### src/rtl/datamem_ctrl_if.sv
// Pipeline-side and memory-side signals of the MEM-stage data memory controller.
// master is the controller's view; slave is the surrounding pipeline and memory.
interface datamem_ctrl_if;
  logic        memread;
  logic        memwrite;
  logic [31:0] addr;
  logic [31:0] wdata;
  logic [31:0] rdata;
  logic        stall;
  logic        err;
  logic        mem_req;
  logic        mem_we;
  logic [31:0] mem_addr;
  logic [31:0] mem_wdata;
  logic        mem_ack;
  logic [31:0] mem_rdata;

  modport master (
    input  memread, memwrite, addr, wdata, mem_ack, mem_rdata,
    output rdata, stall, err, mem_req, mem_we, mem_addr, mem_wdata
  );

  modport slave (
    output memread, memwrite, addr, wdata, mem_ack, mem_rdata,
    input  rdata, stall, err, mem_req, mem_we, mem_addr, mem_wdata
  );
endinterface

### src/rtl/datamem_ctrl.sv
// MEM-stage data memory controller: issues one word access per request, holds the
// pipeline while the memory is busy, and reports illegal requests and timeouts.
module datamem_ctrl #(
  parameter int TIMEOUT = 16
) (
  input  logic           clk,
  input  logic           reset,
  datamem_ctrl_if.master bus
);
  localparam int CNT_W = (TIMEOUT > 2) ? $clog2(TIMEOUT) : 1;

  typedef enum logic [1:0] {IDLE, BUSY, DONE} state_t;

  state_t           state;
  state_t           state_nxt;
  logic [CNT_W-1:0] cnt;
  logic             one_op;
  logic             aligned;
  logic             go;
  logic             bad;
  logic             tmo;
  logic             stall;
  logic             err;
  logic             mem_req;
  logic             mem_we;
  logic [31:0]      mem_addr;
  logic [31:0]      mem_wdata;
  logic [31:0]      rdata;

  assign one_op  = bus.memread ^ bus.memwrite;
  assign aligned = (bus.addr[1:0] == 2'b00);
  assign go      = one_op & aligned;
  assign bad     = (bus.memread & bus.memwrite) | (one_op & ~aligned);
  assign tmo     = (cnt == CNT_W'(TIMEOUT - 1));

  always_ff @(posedge clk or negedge reset) begin
    if (!reset) begin
      state <= IDLE;
    end else begin
      state <= state_nxt;
    end
  end

  always_comb begin
    state_nxt = state;
    case (state)
      IDLE:    if (go) state_nxt = BUSY;
      BUSY:    if (bus.mem_ack || tmo) state_nxt = DONE;
      DONE:    state_nxt = IDLE;
      default: state_nxt = IDLE;
    endcase
  end

  // The request cycle must freeze the pipeline combinationally, but never under reset.
  always_comb begin
    stall = 1'b0;
    case (state)
      IDLE:    stall = reset & go;
      BUSY:    stall = 1'b1;
      default: stall = 1'b0;
    endcase
  end

  always_ff @(posedge clk or negedge reset) begin
    if (!reset) begin
      mem_req   <= 1'b0;
      mem_we    <= 1'b0;
      mem_addr  <= '0;
      mem_wdata <= '0;
      rdata     <= '0;
      err       <= 1'b0;
      cnt       <= '0;
    end else begin
      err <= 1'b0;
      case (state)
        IDLE: begin
          if (go) begin
            mem_addr  <= bus.addr;
            mem_wdata <= bus.wdata;
            mem_we    <= bus.memwrite;
            mem_req   <= 1'b1;
            cnt       <= '0;
          end else begin
            err <= bad;
          end
        end
        BUSY: begin
          // An ack in the timeout cycle still completes the access cleanly.
          if (bus.mem_ack) begin
            mem_req <= 1'b0;
            if (!mem_we) rdata <= bus.mem_rdata;
          end else if (tmo) begin
            mem_req <= 1'b0;
            err     <= 1'b1;
            if (!mem_we) rdata <= '0;
          end else begin
            cnt <= cnt + CNT_W'(1);
          end
        end
        default: ;
      endcase
    end
  end

  assign bus.stall     = stall;
  assign bus.err       = err;
  assign bus.rdata     = rdata;
  assign bus.mem_req   = mem_req;
  assign bus.mem_we    = mem_we;
  assign bus.mem_addr  = mem_addr;
  assign bus.mem_wdata = mem_wdata;
endmodule

### src/flat_wrapper.sv
// flat-port wrapper written by rule: the top's interface ports become plain ports
module datamem_ctrl_flat 
#(
  parameter int TIMEOUT = 16
)
  (clk, reset, bus_memread, bus_memwrite, bus_addr, bus_wdata, bus_mem_ack, bus_mem_rdata, bus_rdata, bus_stall, bus_err, bus_mem_req, bus_mem_we, bus_mem_addr, bus_mem_wdata);
  datamem_ctrl_if bus_i ();
  input  logic clk;
  input  logic reset;
  input wire logic [$bits(bus_i.memread)-1:0] bus_memread;
  input wire logic [$bits(bus_i.memwrite)-1:0] bus_memwrite;
  input wire logic [$bits(bus_i.addr)-1:0] bus_addr;
  input wire logic [$bits(bus_i.wdata)-1:0] bus_wdata;
  input wire logic [$bits(bus_i.mem_ack)-1:0] bus_mem_ack;
  input wire logic [$bits(bus_i.mem_rdata)-1:0] bus_mem_rdata;
  output wire logic [$bits(bus_i.rdata)-1:0] bus_rdata;
  output wire logic [$bits(bus_i.stall)-1:0] bus_stall;
  output wire logic [$bits(bus_i.err)-1:0] bus_err;
  output wire logic [$bits(bus_i.mem_req)-1:0] bus_mem_req;
  output wire logic [$bits(bus_i.mem_we)-1:0] bus_mem_we;
  output wire logic [$bits(bus_i.mem_addr)-1:0] bus_mem_addr;
  output wire logic [$bits(bus_i.mem_wdata)-1:0] bus_mem_wdata;
  assign bus_i.memread = bus_memread;
  assign bus_i.memwrite = bus_memwrite;
  assign bus_i.addr = bus_addr;
  assign bus_i.wdata = bus_wdata;
  assign bus_i.mem_ack = bus_mem_ack;
  assign bus_i.mem_rdata = bus_mem_rdata;
  assign bus_rdata = bus_i.rdata;
  assign bus_stall = bus_i.stall;
  assign bus_err = bus_i.err;
  assign bus_mem_req = bus_i.mem_req;
  assign bus_mem_we = bus_i.mem_we;
  assign bus_mem_addr = bus_i.mem_addr;
  assign bus_mem_wdata = bus_i.mem_wdata;
  datamem_ctrl #(.TIMEOUT(TIMEOUT)) u_core (.clk(clk), .reset(reset), .bus(bus_i));
endmodule
### config.mk
export PLATFORM = sky130hd
export DESIGN_NAME = datamem_ctrl_flat
export DESIGN_NICKNAME = d
export VERILOG_FILES = /design/src/rtl/datamem_ctrl_if.sv /design/src/rtl/datamem_ctrl.sv /design/src/flat_wrapper.sv
export SDC_FILE = /design/constraint.sdc
export NUM_CORES = 1
export LEC_CHECK = 0
export BUFFER_PORTS_ARGS = -buffer_cell sky130_fd_sc_hd__buf_2
export CELL_PAD_IN_SITES_DETAIL_PLACEMENT = 1
export CELL_PAD_IN_SITES_GLOBAL_PLACEMENT = 2
export CORE_AREA = 3 3 121 123
export DETAILED_ROUTE_END_ITERATION = 16
export DIE_AREA = 0 0 124 126
export GPL_TIMING_DRIVEN = 0
export PLACE_DENSITY = 0.87
export SLEW_MARGIN = 10
export SYNTH_ARGS = -nofsm -noshare
export SYNTH_HDL_FRONTEND = slang
export SYNTH_SLANG_ARGS = --single-unit
### constraint.sdc
create_clock -name clk -period 1.9 [get_ports clk]
set_input_delay 0.19 -clock clk [delete_from_list [all_inputs] [get_ports clk]]
set_output_delay 0.19 -clock clk [all_outputs]
set_load 0.01 [all_outputs]
==> summary by stage <==
Status
The run finished with clean final reports.

Timing
Setup violations remaining at the end of the flow were counted as 0. For the final database, setup skew stands at around 8.5 ps. At the pin with the least slew margin, the transition time is 328 ps.

The final period demand of the worst path is around 1700 ps. The final-layout worst hold slack is about 68 ps. Derived from the worst setup path, the maximum achievable clock frequency is 0.578 GHz. Dividing the final minimum period by the clock period gives slightly above 90%. Setup repair after global routing left no endpoint under its margin.

The total count of hold-check failures in the final report is 0. The max-slew headroom at the worst pin is 78.0%. The count of final max-slew check failures is 0.

Worst setup path
Walking the worst path, the cells encountered are nor2_1 -> and2_1 -> buf_4 -> buf_4 -> mux2_2. The flop-to-flop setup slack is around 170 ps. The terminus of the critical flop-to-flop path is u_core.bus.mem_wdata[15]$_DFFE_PN0P_.

The delay of the slowest cell on the worst path is around 400 ps. The worst register-to-register path begins at u_core.state[0]$_DFFE_PN0P_. The critical path required time is ~2100 ps.

The worst endpoint data arrival time is ~2000 ps. The largest driver fanout on the critical path is 10. The depth of the worst register-to-register path is 5. The start point of the critical path is u_core.state[0]$_DFFE_PN0P_. The worst setup path is launched from a flop.

On the critical path, the stage with the largest delay is an instance of dfrtp_1. The kind of capture point of the worst setup path is a flop. The startpoint-to-endpoint class of the critical path is flop to flop. The cell repeated most along the worst path is buf_4.

Yosys
The sequential cell area fraction in the yosys report is between 60% and 70%. The synthesized-area fraction occupied by adder cells is less than 1%. The post-synthesis instance area is 3950 um^2. The xor-xnor portion of the synthesized cell area is less than 1%. The most used flip-flop cell after synthesis is dfrtp_1. The count of unique library cells instantiated by Yosys is 28. The count of mapped cells out of synthesis is between 200 and 250. The average size of a mapped cell is around 16 um^2. Synthesis inferred ~110 register bits. The portion of synthesized area spent on multiplexers is 18.3%.

The area fraction in compound gates after synthesis is 9.04%. The number of synthesis warnings is 0. For this run, asynchronously set or reset flops after synthesis account for 100%. The fraction of the mapped netlist area in simple logic gates is about 2.7%. The combinational family with the most area after synthesis is multiplexers. Yosys mapped a number of flops with a built-in enable equal to 0. The total nets after synthesis is about 350.

Drt
The average wire length per cell after detail routing is roughly 16 um. For this run, the detailed router's first-pass iteration total came to 4. After the first detailed-routing iteration, the DRC count stood at between 100 and 150. In this run the remaining antenna-violating nets after routing total 0. The vias per cell is 4.54.

The final layout contains routed wiring with a total length of between 10000 and 15000 um. The routed length on met2 is ~5200 um. The remaining design rule violation count is 0. The total met3 wirelength after detailed routing is roughly 1000 um. After detailed routing, no signal wire sits above met4.

Summing over every cut layer, the via total after detailed routing is slightly below 3000. The length of routed wiring on met1 is just over 4000 um.

Pwr
In this run the static leakage power is ~2.9 nW. Power spread over the standard cell area amounts to roughly 1400 nW/um^2. The worst IR drop on VDD is ~460 uV.

Floorplan
In this run the core area contains between 40 and 50 standard-cell rows. The floorplan step defined a die boundary enclosing around 16000 um^2. In this run the count of I/O pins placed on the die edge is 201.

The x dimension of the die is ~120 um. The total area inside the core boundary comes to around 14000 um^2. Once the floorplan was initialized, standard cells occupied 28.7% of the core. The die is 126 um tall.

Finish
0 antenna diodes ended up in the layout. After routing the design area is around 5600 um^2. The post-synthesis to final-layout area growth is 41.8%. The post-route netlist has between 60% and 70% of its cells at a drive strength greater than 1. The final cell count without fillers is 650. The number of nets in the layout is between 500 and 600.

Global route
The number of antenna violations at the first check in global routing was 0. Entering global routing, the biggest net connects between 60 and 70 pins. The first global-routing pass estimated between 15000 and 20000 um of wire. Global routing used a little over an eighth of the available tracks. The number of global-route vias before repair is 3163. After global routing the overflow that remains totals 0.

Place
The final weighted congestion of routability-driven global placement is around 0.7. The number of buffers inserted by port buffering is 200. Detailed placement finished with a half-perimeter wire length of roughly 8000 um. After detailed placement, the total cell area comes to about 5200 um^2. The instance count after placement with tap cells included is between 600 and 700.

Min path
The worst hold path begins at bus_mem_rdata[16]. Along the worst hold path, the cell count comes to 2. The class of the worst hold path is input port to flop. The path with the worst hold slack has its endpoint at u_core.bus.rdata[16]$_DFFE_PN0P_.

Clocking
TritonCTS built the clock tree. The largest buffer count on any clock path is 2. Gates resized during post-CTS repair numbered 0. The H-tree was split into 3 levels. The total CTS buffers is 9. The later pin in the worst-skew pair is clocked with a latency of 330 ps.

The clock net in this run drives a total of around 110 sinks. The clock-pin slew of the registers on the worst-case setup and hold paths is ~70 ps. Clock tree synthesis selected as its root buffer the cell clkbuf_16.

Run
The max-capacitance violation count is 0.
-- worst max-delay path: cells and delay by family, from the launching register on --
kind / cells / cell delay, ps
flops: 1 / 400
simple gates: 2 / 440
buf+inv: 2 / 410
mux: 1 / 360
-- final cells by class --
cell class                 instances  area [um^2]
buffer                            15         91.3
clock buffer                       9          225
clock inverter                     7          100
fill                            1515         8180
inverter                           3         11.3
multi-input combinational        126         1220
sequential                       105         2630
tap                              180          225
timing repair buffer             205         1100
-- state kept, by name (all words and copies together) (netlist names) --
name and cells:
u_core.bus.mem_we 1, u_core.bus.mem_wdata 32, u_core.bus.err 1, u_core.bus.rdata 32, u_core.state 2, u_core.bus.mem_req 1, u_core.bus.mem_addr 32, u_core.cnt 4
-- kinds of logic after synthesis --
group	Yosys count
flops	105
mux	64
compound gates	43
buf+inv	18
simple gates	16
fa+ha+maj	2
xor+xnor	1
-- cells in the final DEF (no fill, tap or decap), drive strengths merged, types with 2 or more instances in the layout --
cell,n
dfrtp,105
clkbuf,11
bufinv,2
nand3,2
nor2,3
o21ai,3
a22o,33
inv,6
mux2,64
buf,217
o22ai,2
ha,2
clkinv,2
and2,4
and3,2
-- timing repair --
| action | in CTS | in global routing |
|---|---|---|
| setup endpoints to repair | 0 | 31 |
| hold endpoints to repair | 41 | 0 |
| buffers inserted | 0 | 1 |
| hold buffers | 2 | 0 |
-- where the power goes --
part	leakage (nW)	total (mW)	switching, mW	internal [mW]
registers	1.29	3.44	0.424	3.01
clock network	0.161	2.00	0.834	1.17
logic	1.43	2.27	1.08	1.19
total	2.88	7.71	2.33	5.38
-- synth_stat cells (3+ instances only) --
cell type / number / share of area [%]
a22o_1: 32 / 7.1
and2_1: 4 / 0.63
buf_2: 7 / 0.89
buf_4: 7 / 1.3
dfrtp_1: 105 / 67
inv_1: 3 / 0.29
mux2_1: 10 / 2.9
mux2_2: 54 / 15
nor2_1: 3 / 0.29
o21ai_0: 3 / 0.38
-- stage by stage --
stage	power [mW]	setup slack, ps	util (%)	setup TNS (ps)
after detailed placement	5.78	-73.3	37.8	-2250
after CTS	7.86	1.42	40.4	0
after global routing	8.23	68.8	40.6	0
final	7.71	169	40.6	0
after floorplan	4.59	304	-	0
after global placement	5.66	-776	37.6	-57240
-- per-layer routing --
layer | vias to the layer above | global-route usage [%]
met5 | - | 0
met4 | 0 | 3.35
met3 | 10 | 4.49
met2 | 130 | 23.3
met1 | 1470 | 15.0
li1 | 1338 | -
-- how the worst max path moves through the flow --
stage                                      endpoint  slack, ps  depth (start not counted)
6_report       u_core.bus.mem_wdata[15]$_DFFE_PN0P_        170                          5
5_1_grt        u_core.bus.mem_wdata[11]$_DFFE_PN0P_         70                          5
4_1_cts            u_core.bus.rdata[28]$_DFFE_PN0P_          1                          5
3_5_place_dp   u_core.bus.mem_wdata[15]$_DFFE_PN0P_        -70                          7
3_3_place_gp                              bus_stall       -780                          4
2_1_floorplan  u_core.bus.mem_wdata[18]$_DFFE_PN0P_        300                          6
(Power assumes the default switching activity.)
